File: config.mk
export PLATFORM = sky130hd
export DESIGN_NAME = pe_sequencer_flat
export DESIGN_NICKNAME = d
export VERILOG_FILES = /design/src/rtl/pe_seq_if.sv /design/src/rtl/pe_sequencer.sv /design/src/flat_wrapper.sv
export SDC_FILE = /design/constraint.sdc
export NUM_CORES = 1
export LEC_CHECK = 0
export BUFFER_PORTS_ARGS = -buffer_cell sky130_fd_sc_hd__buf_4
export CAP_MARGIN = 20
export CORE_UTILIZATION = 48
export CTS_CLUSTER_DIAMETER = 200
export DETAILED_ROUTE_END_ITERATION = 6
export GPL_ROUTABILITY_DRIVEN = 0
export HOLD_SLACK_MARGIN = 0.05
export PLACE_DENSITY = 0.73
export SLEW_MARGIN = 30
export SYNTH_ARGS = -nofsm -noshare
export SYNTH_HDL_FRONTEND = slang
export SYNTH_SLANG_ARGS = --single-unit
File: constraint.sdc
create_clock -name clk -period 2.5 [get_ports clk]
set_clock_uncertainty 0.2 [all_clocks]
set_input_delay 0.75 -clock clk [delete_from_list [all_inputs] [get_ports clk]]
set_output_delay 0.75 -clock clk [all_outputs]
set_load 0.05 [all_outputs]
File: src/rtl/pe_seq_if.sv
// Handshake and PE-side signal bundle for pe_sequencer.
// Macro PE_SEQ_FILTER_REUSE_EN adds the reuse_filter request bit.
interface pe_seq_if;
    logic       start;
    logic       busy;
    logic       done;
`ifdef PE_SEQ_FILTER_REUSE_EN
    logic       reuse_filter;
`endif
    logic       in_valid;
    logic       in_ready;
    logic [7:0] in_data;
    logic       load_filter;
    logic       load_ifmap;
    logic [5:0] ld_addr_filter;
    logic [3:0] ld_addr_ifmap;
    logic [7:0] filter;
    logic [7:0] ifmap;
    logic       en;
    logic [5:0] sel_filter_addr;
    logic [3:0] sel_ifmap_addr;
    logic [3:0] psum_sel;
    logic       en_psum_in;
    logic       en_psum_out;
    logic [7:0] psum_pe;
    logic       out_valid;
    logic       out_ready;
    logic [7:0] out_data;

    modport master (
`ifdef PE_SEQ_FILTER_REUSE_EN
        input  reuse_filter,
`endif
        input  start, in_valid, in_data, psum_pe, out_ready,
        output busy, done, in_ready, load_filter, load_ifmap,
        output ld_addr_filter, ld_addr_ifmap, filter, ifmap,
        output en, sel_filter_addr, sel_ifmap_addr, psum_sel,
        output en_psum_in, en_psum_out, out_valid, out_data
    );

    modport slave (
`ifdef PE_SEQ_FILTER_REUSE_EN
        output reuse_filter,
`endif
        output start, in_valid, in_data, psum_pe, out_ready,
        input  busy, done, in_ready, load_filter, load_ifmap,
        input  ld_addr_filter, ld_addr_ifmap, filter, ifmap,
        input  en, sel_filter_addr, sel_ifmap_addr, psum_sel,
        input  en_psum_in, en_psum_out, out_valid, out_data
    );
endinterface

File: src/rtl/pe_sequencer.sv
// Loads filter/ifmap rows into a PE, issues 1-D convolution taps, then reads back psums.
// Macro PE_SEQ_FILTER_REUSE_EN lets a job skip the filter load once one has completed.
//
// state   | meaning
// IDLE    | waiting for start
// LOAD_F  | writing FILT_LEN filter words into the PE
// LOAD_I  | writing IFMAP_LEN ifmap words into the PE
// MAC     | issuing NOUT*FILT_LEN taps
// DRAIN   | letting the PE pipeline settle, addresses frozen
// RD_WAIT | psum read address presented, waiting PIPE_LAT cycles
// OUT     | holding a result until the consumer takes it
module pe_sequencer #(
    parameter int FILT_LEN  = 3,
    parameter int IFMAP_LEN = 5,
    parameter int PIPE_LAT  = 3
) (
    input  logic      clk,
    input  logic      rst,
    pe_seq_if.master  bus
);
    if (FILT_LEN < 1 || FILT_LEN > 64) begin : g_bad_filt_len
        $error("pe_sequencer: FILT_LEN must be 1..64");
    end
    if (IFMAP_LEN < FILT_LEN || IFMAP_LEN > 16) begin : g_bad_ifmap_len
        $error("pe_sequencer: IFMAP_LEN must be FILT_LEN..16");
    end
    if (PIPE_LAT < 1 || PIPE_LAT > 256) begin : g_bad_pipe_lat
        $error("pe_sequencer: PIPE_LAT must be 1..256");
    end

    localparam int         NOUT     = IFMAP_LEN - FILT_LEN + 1;
    localparam logic [5:0] F_LAST   = 6'(FILT_LEN - 1);
    localparam logic [3:0] I_LAST   = 4'(IFMAP_LEN - 1);
    localparam logic [3:0] J_LAST   = 4'(NOUT - 1);
    localparam logic [7:0] LAT_INIT = 8'(PIPE_LAT - 1);

    typedef enum logic [2:0] {IDLE, LOAD_F, LOAD_I, MAC, DRAIN, RD_WAIT, OUT} state_t;

    state_t     state, state_nxt;
    logic [5:0] f_idx, k;
    logic [3:0] i_idx, j, m;
    logic [7:0] lat;
    logic [7:0] filter_q, ifmap_q, out_data_q;
    logic       done_q;
    logic       skip_f;

`ifdef PE_SEQ_FILTER_REUSE_EN
    logic filter_loaded;
    assign skip_f = bus.reuse_filter & filter_loaded;
`else
    assign skip_f = 1'b0;
`endif

    always_ff @(posedge clk or posedge rst) begin
        if (rst) state <= IDLE;
        else     state <= state_nxt;
    end

    always_comb begin
        state_nxt       = state;
        bus.in_ready    = 1'b0;
        bus.load_filter = 1'b0;
        bus.load_ifmap  = 1'b0;
        bus.en          = 1'b0;
        bus.en_psum_out = 1'b0;
        bus.out_valid   = 1'b0;
        case (state)
            IDLE: if (bus.start) state_nxt = skip_f ? LOAD_I : LOAD_F;
            LOAD_F: begin
                bus.in_ready    = 1'b1;
                bus.load_filter = bus.in_valid;
                if (bus.in_valid && f_idx == F_LAST) state_nxt = LOAD_I;
            end
            LOAD_I: begin
                bus.in_ready   = 1'b1;
                bus.load_ifmap = bus.in_valid;
                if (bus.in_valid && i_idx == I_LAST) state_nxt = MAC;
            end
            MAC: begin
                bus.en = 1'b1;
                if (k == F_LAST && j == J_LAST) state_nxt = DRAIN;
            end
            DRAIN: begin
                bus.en = 1'b1;
                if (lat == '0) state_nxt = RD_WAIT;
            end
            RD_WAIT: begin
                bus.en_psum_out = 1'b1;
                if (lat == '0) state_nxt = OUT;
            end
            OUT: begin
                bus.out_valid = 1'b1;
                if (bus.out_ready) state_nxt = (j == J_LAST) ? IDLE : RD_WAIT;
            end
            default: state_nxt = IDLE;
        endcase
    end

    // Address registers only move inside their own phase, so they hold elsewhere.
    always_ff @(posedge clk or posedge rst) begin
        if (rst) begin
            f_idx      <= '0;
            i_idx      <= '0;
            k          <= '0;
            j          <= '0;
            m          <= '0;
            lat        <= '0;
            filter_q   <= '0;
            ifmap_q    <= '0;
            out_data_q <= '0;
            done_q     <= 1'b0;
`ifdef PE_SEQ_FILTER_REUSE_EN
            filter_loaded <= 1'b0;
`endif
        end else begin
            done_q <= 1'b0;
            case (state)
                IDLE: if (bus.start) begin
                    if (skip_f) i_idx <= '0;
                    else        f_idx <= '0;
                end
                LOAD_F: if (bus.in_valid) begin
                    filter_q <= bus.in_data;
                    if (f_idx == F_LAST) begin
                        i_idx <= '0;
`ifdef PE_SEQ_FILTER_REUSE_EN
                        filter_loaded <= 1'b1;
`endif
                    end else begin
                        f_idx <= f_idx + 6'd1;
                    end
                end
                LOAD_I: if (bus.in_valid) begin
                    ifmap_q <= bus.in_data;
                    if (i_idx == I_LAST) begin
                        k <= '0;
                        j <= '0;
                        m <= '0;
                    end else begin
                        i_idx <= i_idx + 4'd1;
                    end
                end
                MAC: begin
                    if (k == F_LAST) begin
                        if (j == J_LAST) begin
                            lat <= LAT_INIT;
                        end else begin
                            k <= '0;
                            j <= j + 4'd1;
                            m <= j + 4'd1;
                        end
                    end else begin
                        k <= k + 6'd1;
                        m <= m + 4'd1;
                    end
                end
                DRAIN: begin
                    if (lat == '0) begin
                        j   <= '0;
                        lat <= LAT_INIT;
                    end else begin
                        lat <= lat - 8'd1;
                    end
                end
                RD_WAIT: begin
                    if (lat == '0) out_data_q <= bus.psum_pe;
                    else           lat <= lat - 8'd1;
                end
                OUT: if (bus.out_ready) begin
                    if (j == J_LAST) begin
                        done_q <= 1'b1;
                    end else begin
                        j   <= j + 4'd1;
                        lat <= LAT_INIT;
                    end
                end
                default: ;
            endcase
        end
    end

    assign bus.busy            = (state != IDLE);
    assign bus.done            = done_q;
    assign bus.ld_addr_filter  = f_idx;
    assign bus.ld_addr_ifmap   = i_idx;
    assign bus.filter          = (state == LOAD_F && bus.in_valid) ? bus.in_data : filter_q;
    assign bus.ifmap           = (state == LOAD_I && bus.in_valid) ? bus.in_data : ifmap_q;
    assign bus.sel_filter_addr = k;
    assign bus.sel_ifmap_addr  = m;
    assign bus.psum_sel        = j;
    assign bus.en_psum_in      = 1'b0;
    assign bus.out_data        = out_data_q;
endmodule

File: src/flat_wrapper.sv
// flat-port wrapper written by rule: the top's interface ports become plain ports
module pe_sequencer_flat 
#(
    parameter int FILT_LEN  = 3,
    parameter int IFMAP_LEN = 5,
    parameter int PIPE_LAT  = 3
)
  (clk, rst, bus_start, bus_in_valid, bus_in_data, bus_psum_pe, bus_out_ready, bus_busy, bus_done, bus_in_ready, bus_load_filter, bus_load_ifmap, bus_ld_addr_filter, bus_ld_addr_ifmap, bus_filter, bus_ifmap, bus_en, bus_sel_filter_addr, bus_sel_ifmap_addr, bus_psum_sel, bus_en_psum_in, bus_en_psum_out, bus_out_valid, bus_out_data);
  pe_seq_if bus_i ();
  input  logic clk;
  input  logic rst;
  input wire logic [$bits(bus_i.start)-1:0] bus_start;
  input wire logic [$bits(bus_i.in_valid)-1:0] bus_in_valid;
  input wire logic [$bits(bus_i.in_data)-1:0] bus_in_data;
  input wire logic [$bits(bus_i.psum_pe)-1:0] bus_psum_pe;
  input wire logic [$bits(bus_i.out_ready)-1:0] bus_out_ready;
  output wire logic [$bits(bus_i.busy)-1:0] bus_busy;
  output wire logic [$bits(bus_i.done)-1:0] bus_done;
  output wire logic [$bits(bus_i.in_ready)-1:0] bus_in_ready;
  output wire logic [$bits(bus_i.load_filter)-1:0] bus_load_filter;
  output wire logic [$bits(bus_i.load_ifmap)-1:0] bus_load_ifmap;
  output wire logic [$bits(bus_i.ld_addr_filter)-1:0] bus_ld_addr_filter;
  output wire logic [$bits(bus_i.ld_addr_ifmap)-1:0] bus_ld_addr_ifmap;
  output wire logic [$bits(bus_i.filter)-1:0] bus_filter;
  output wire logic [$bits(bus_i.ifmap)-1:0] bus_ifmap;
  output wire logic [$bits(bus_i.en)-1:0] bus_en;
  output wire logic [$bits(bus_i.sel_filter_addr)-1:0] bus_sel_filter_addr;
  output wire logic [$bits(bus_i.sel_ifmap_addr)-1:0] bus_sel_ifmap_addr;
  output wire logic [$bits(bus_i.psum_sel)-1:0] bus_psum_sel;
  output wire logic [$bits(bus_i.en_psum_in)-1:0] bus_en_psum_in;
  output wire logic [$bits(bus_i.en_psum_out)-1:0] bus_en_psum_out;
  output wire logic [$bits(bus_i.out_valid)-1:0] bus_out_valid;
  output wire logic [$bits(bus_i.out_data)-1:0] bus_out_data;
  assign bus_i.start = bus_start;
  assign bus_i.in_valid = bus_in_valid;
  assign bus_i.in_data = bus_in_data;
  assign bus_i.psum_pe = bus_psum_pe;
  assign bus_i.out_ready = bus_out_ready;
  assign bus_busy = bus_i.busy;
  assign bus_done = bus_i.done;
  assign bus_in_ready = bus_i.in_ready;
  assign bus_load_filter = bus_i.load_filter;
  assign bus_load_ifmap = bus_i.load_ifmap;
  assign bus_ld_addr_filter = bus_i.ld_addr_filter;
  assign bus_ld_addr_ifmap = bus_i.ld_addr_ifmap;
  assign bus_filter = bus_i.filter;
  assign bus_ifmap = bus_i.ifmap;
  assign bus_en = bus_i.en;
  assign bus_sel_filter_addr = bus_i.sel_filter_addr;
  assign bus_sel_ifmap_addr = bus_i.sel_ifmap_addr;
  assign bus_psum_sel = bus_i.psum_sel;
  assign bus_en_psum_in = bus_i.en_psum_in;
  assign bus_en_psum_out = bus_i.en_psum_out;
  assign bus_out_valid = bus_i.out_valid;
  assign bus_out_data = bus_i.out_data;
  pe_sequencer #(.FILT_LEN(FILT_LEN), .IFMAP_LEN(IFMAP_LEN), .PIPE_LAT(PIPE_LAT)) u_core (.clk(clk), .rst(rst), .bus(bus_i));
endmodule
-- Word level (Yosys, flattened, before mapping)
Cells that the tools add are included.
- register bits after elaboration: 60
- bits of input ports: 21
- output and inout bits: 57
- logic and storage cells: 120
- add/subtract/negate cells: 6
- equality and inequality tests: 28
- muxes and demuxes: 51
- reduce and logical (&&, ||, !) cells: 24
- operators by type and width (kind ; number):
    $mux W8 ; 8
    $mux W4 ; 12
    $mux W6 ; 7
    $pmux W8 S4 ; 1
    $mux W3 ; 8
    $pmux W6 S2 ; 2
    $pmux W3 S7 ; 1
    $ne A2 B1 Y1 const B ; 9
    $ne A2 B2 Y1 const B ; 8
    $pmux W4 S2 ; 2
    $pmux W4 S4 ; 1
    $add A4 B1 Y4 const B ; 3
    $add A6 B1 Y6 const B ; 2
    $eq A6 B2 Y1 const B ; 2
    $reduce_and A6 Y1 ; 2
    $eq A3 B3 Y1 const B ; 3
    $mux W1 ; 9
    $logic_not A8 Y1 ; 1
    $reduce_and A4 Y1 ; 2
    $reduce_bool A4 Y1 ; 2
    $sub A8 B1 Y8 const B ; 1
    $reduce_and A7 Y1 ; 1
    $eq A3 B2 Y1 const B ; 2
    $reduce_and A2 Y1 ; 3
    10 further kinds ; 17

-- Logic depth before layout (Yosys ltp)
- depth after elaboration: 4
- mapped depth: 8
- gate-level depth less buffers: 7

-- Least setup slack after synthesis
No wires, ideal clock.
- kind: register to output
- start point: register u_core.state[2]
- end point: output bus_filter[0]
- arrival time: 2.425 ns
- data required time: 1.550 ns
- setup slack: -0.875 ns
- stages on the path, launching flop included: 6
- buffers on the path: 2
- path through: dfrtp_1 -> clkbuf_1 -> clkbuf_1 -> nand2b_1 -> nor2_1 -> mux2_2
- longest elaborated chain between the ends: 3
- ends and longest elaborated chain (element ; RTL line ; source):
    from (decl) ; pe_sequencer.sv:39 ; state_t state, state_nxt;
    from (signal assigned) ; pe_sequencer.sv:56 ; else state <= state_nxt;
    $eq A3 B1 Y1 ; pe_sequencer.sv:186 ; assign bus.filter = (state == LOAD_F && bus.in_valid) ? bus.in_data : filter_q;
    $logic_and A1 B1 Y1 ; pe_sequencer.sv:186 ;
    $mux W8 ; pe_sequencer.sv:186 ;
    to (decl) ; flat_wrapper.sv:24 ; output wire logic [$bits(bus_i.filter)-1:0] bus_filter;
Every way passes these cells.

-- Final worst setup path
- start point: input bus_in_valid
- end point: output bus_filter[0]
- longest elaborated chain between the ends: 2
- ends and longest elaborated chain (element ; RTL line ; source):
    from (decl) ; flat_wrapper.sv:13 ; input wire logic [$bits(bus_i.in_valid)-1:0] bus_in_valid;
    $logic_and A1 B1 Y1 ; pe_sequencer.sv:186 ;
    $mux W8 ; pe_sequencer.sv:186 ;
Every way passes these cells.

==> key figures <==
Pwr
  – Tot Pwr: between 0.005 and 0.006 W
  – PwrDens: between 1000 and 1500 mW/mm2
  – Maximum VDD drop: ~0.0014 V
  – P_leak: 2.11 nW

Yosys
  – Yosys top cell by area: dfrtp_1
  – Most frequent cell after synthesis: dfrtp_1
  – Post-Synth Simple-Gate Area: 0.181
  – Mapped Cells: 303
  – Fraction of registers with async set/reset: 1.00
  – Ys Warns: 0
  – Area fraction in compound gates after synthesis: 0.148
  – Post-synth EDFFs: 0
  – Synth Flop Type: dfrtp_1
  – Avg Inst Size Synth: about 10 um2
  – Share of the synthesized area in the top cell type: 0.484
  – Adder-Cell Fraction of Synth Area: 0.0403
  – Cell variety after synth: 53
  – #FFs+latches synth: 60
  – Post-Syn Nets: ~330
  – Largest family of logic cells by synthesized area: simple AND/OR/NAND/NOR gates
  – Cell Area, Synth: about 0.0031 mm2
  – Register area share after synthesis: 0.484
  – Area contributors post-synth: dfrtp_1 (48%), mux2_2 (6.2%), o21ai_0 (5.5%)
  – Post-Synth XOR/XNOR Area: 0.0169
  – Top cells by count, synth: dfrtp_1 (60), o21ai_0 (34), nor2_1 (24)
  – Post-synthesis mux area share: 0.0940

Timing
  – Hold Violations, Final: 0
  – Maximum clock frequency: 0.367 GHz
  – RSZ-0062 raised after global routing: yes
  – Final setup fails: 17
  – Final period util: 1.09
  – Slew Limit Headroom: 0.661
  – Actual slew at the worst max-slew pin: roughly 0.50 ns
  – Final Slew Violations: 0
  – Min Tclk post-route: ~2.7 ns
  – Setup ws final: -0.222 ns

Finish
  – Share of cells above drive strength 1: 0.417
  – Layout area overhead: 44.9%
  – Antenna cells: 0
  – Post-route insts no fill: ~500
  – Final nets: between 400 and 500

Setup path
  – Worst-case reg-to-reg path depth: 7
  – Arr. time, crit path: approximately 1.8 ns
  – Worst Path Required: ~1.6 ns
  – R2R Setup Slk: approximately 0.09 ns
  – Crit-path max FO: 9
  – Critical R2R Launch: u_core.bus.ld_addr_filter[0]$_DFFE_PP0P_
  – Crit end category: primary output
  – RR Endpoint: u_core.state[0]$_DFFE_PP0P_
  – Crit Path Class: in -> out
  – Critical Path Source Type: input port

Die
  – Die Span Y: around 82 um
  – I/O pin total: 78
  – Row count: 28
  – Starting Density: 0.512
  – DIE AREA: roughly 0.0068 mm2
  – Die Wd: around 82 um
  – Core ar.: 0.00606 mm2

Drt
  – 1st-pass router iterations: 5
  – DRC: 0
  – WL final: between 7 and 8 mm
  – Routed vias/inst: ~5.5
  – Routed length per placed instance: between 15 and 20 um
  – Detailed Route Iter0 Violations: 122
  – Post-DRT Antenna Nets: 0
  – DR vias: approximately 2700

Global route
  – Gr usage total: 0.241
  – First-pass GRT wire length: around 12 mm
  – GR Util met3: 0.0714
  – GR Util met2: 0.382
  – Initial antenna violation count: 0
  – GR Util met1: 0.309
  – Gr busiest metal: met2
  – Remaining Overflow, GRT: 0
  – Vias in the first global route: 2696
  – Largest net degree at the start of global routing: a little over 60

Clock network
  – Clock Path Buffers: 2
  – Clock root cell: clkbuf_8
  – Hold_buf cts: 0
  – Cts bufs inserted: 9
  – Clock sinks: 60
  – Clk pin slew, worst setup/hold paths: around 0.070 ns
  – CTS HTree Levels: 3
  – Worst-skew pair later-pin latency: about 0.33 ns
  – TritonCTS clock tree: built

Status
  – Failing checks: setup timing
  – Result of the run: finished, violations left

Place
  – IO buf count: 76
  – Dpl hpwl: 5.22 mm
  – Placed cell count: about 480

Job
  – Max Cap Viol: 0

Min path
  – Min-Delay Path Class: in -> async
==> metal layers <==
layer  part of all wire  vias up
li1                   -     1314
met1               0.43     1304
met2               0.49       98
met3              0.061       14
met4              0.019        0
met5                  0        -
==> through the flow <==
step	area [um2]	worst slack (ns)	util	hold slack [ns]	setup TNS, ns
floorplan	3200	-0.132	-	0.278	-2.21
global placement	4110	-0.289	0.677	0.275	-3.76
detailed placement	4110	-0.286	0.677	0.278	-3.81
CTS	4420	-0.226	0.730	0.285	-2.81
global route	4500	-0.268	0.742	0.299	-3.97
finish	4500	-0.222	0.742	0.281	-2.99
==> sequential cells by signal, indices dropped and copies added (netlist names) <==
| signal | count |
|---|---|
| u_core.state | 3 |
| u_core.bus.out_data | 8 |
| u_core.bus.sel_ifmap_addr | 4 |
| u_core.bus.done | 1 |
| u_core.bus.ld_addr_filter | 6 |
| u_core.lat | 8 |
| u_core.ifmap_q | 8 |
| u_core.filter_q | 8 |
| u_core.bus.ld_addr_ifmap | 4 |
| u_core.bus.psum_sel | 4 |
| u_core.bus.sel_filter_addr | 6 |
==> what timing repair did <==
action / 4_1_cts / 5_1_grt
setup buffers: 2 / 1
endpoints found under the setup margin: 18 / 26
resized for setup: 24 / 11
gates cloned: 0 / 2
pin swaps: 1 / 2
==> layout make-up <==
type	instances	area, um2
timing repair buffer	116	1020
tap	75	93.8
clock inverter	5	77.6
multi-input combinational	218	1620
inverter	13	48.8
clock buffer	10	128
sequential	60	1510
fill	418	1560
==> where the power goes <==
group	leakage (nW)	switching, W	internal [W]
sequential	0.726	0.000277	0.00130
combinational	1.28	0.00204	0.00130
clock	0.102	0.000373	0.000553
==> critical path, stage by stage <==
cell and delay, ns:
buf_4 0.10, nand2b_4 0.06, buf_4 0.14, nor2_4 0.09, buf_12 0.15, mux2_4 0.32
buf_6 0.16
==> kinds of logic after synthesis <==
logic type | count (synthesis)
AO/OA/AOI/OAI | 74
XOR/XNOR | 6
adder cells (fa/ha/maj) | 10
buffers and inverters | 25
flip-flops | 60
multiplexers | 26
other | 1
AND/OR/NAND/NOR | 101
==> worst max path at each step <==
| stage | slack, ns | endpoint | cells past startpoint | start |
|---|---|---|---|---|
| 4_1_cts | -0.23 | bus_filter[0] | 7 | bus_in_valid |
| 5_1_grt | -0.27 | bus_filter[3] | 6 | u_core.state[2]$_DFFE_PP0P_ |
| 3_3_place_gp | -0.29 | bus_ifmap[7] | 6 | bus_in_valid |
| 2_1_floorplan | -0.13 | bus_filter[0] | 3 | bus_in_valid |
| 3_5_place_dp | -0.29 | bus_ifmap[7] | 6 | bus_in_valid |
| 6_report | -0.22 | bus_filter[0] | 7 | bus_in_valid |
==> layout by cell type, fill, tap and decap left out, drive strengths merged, types with 3 or more instances in the layout <==
cell	n
nor3b	3
o31ai	6
inv	13
or4b	3
clkbuf	11
nor2b	4
mux2	25
nand2	20
o21ai	37
buf	115
or3	6
a21oi	15
nand2b	8
nor2	24
xor2	5
nand3	13
nor4	4
ha	10
dfrtp	60
and3	3
nand3b	3
Power figures use the tool's default switching activity.
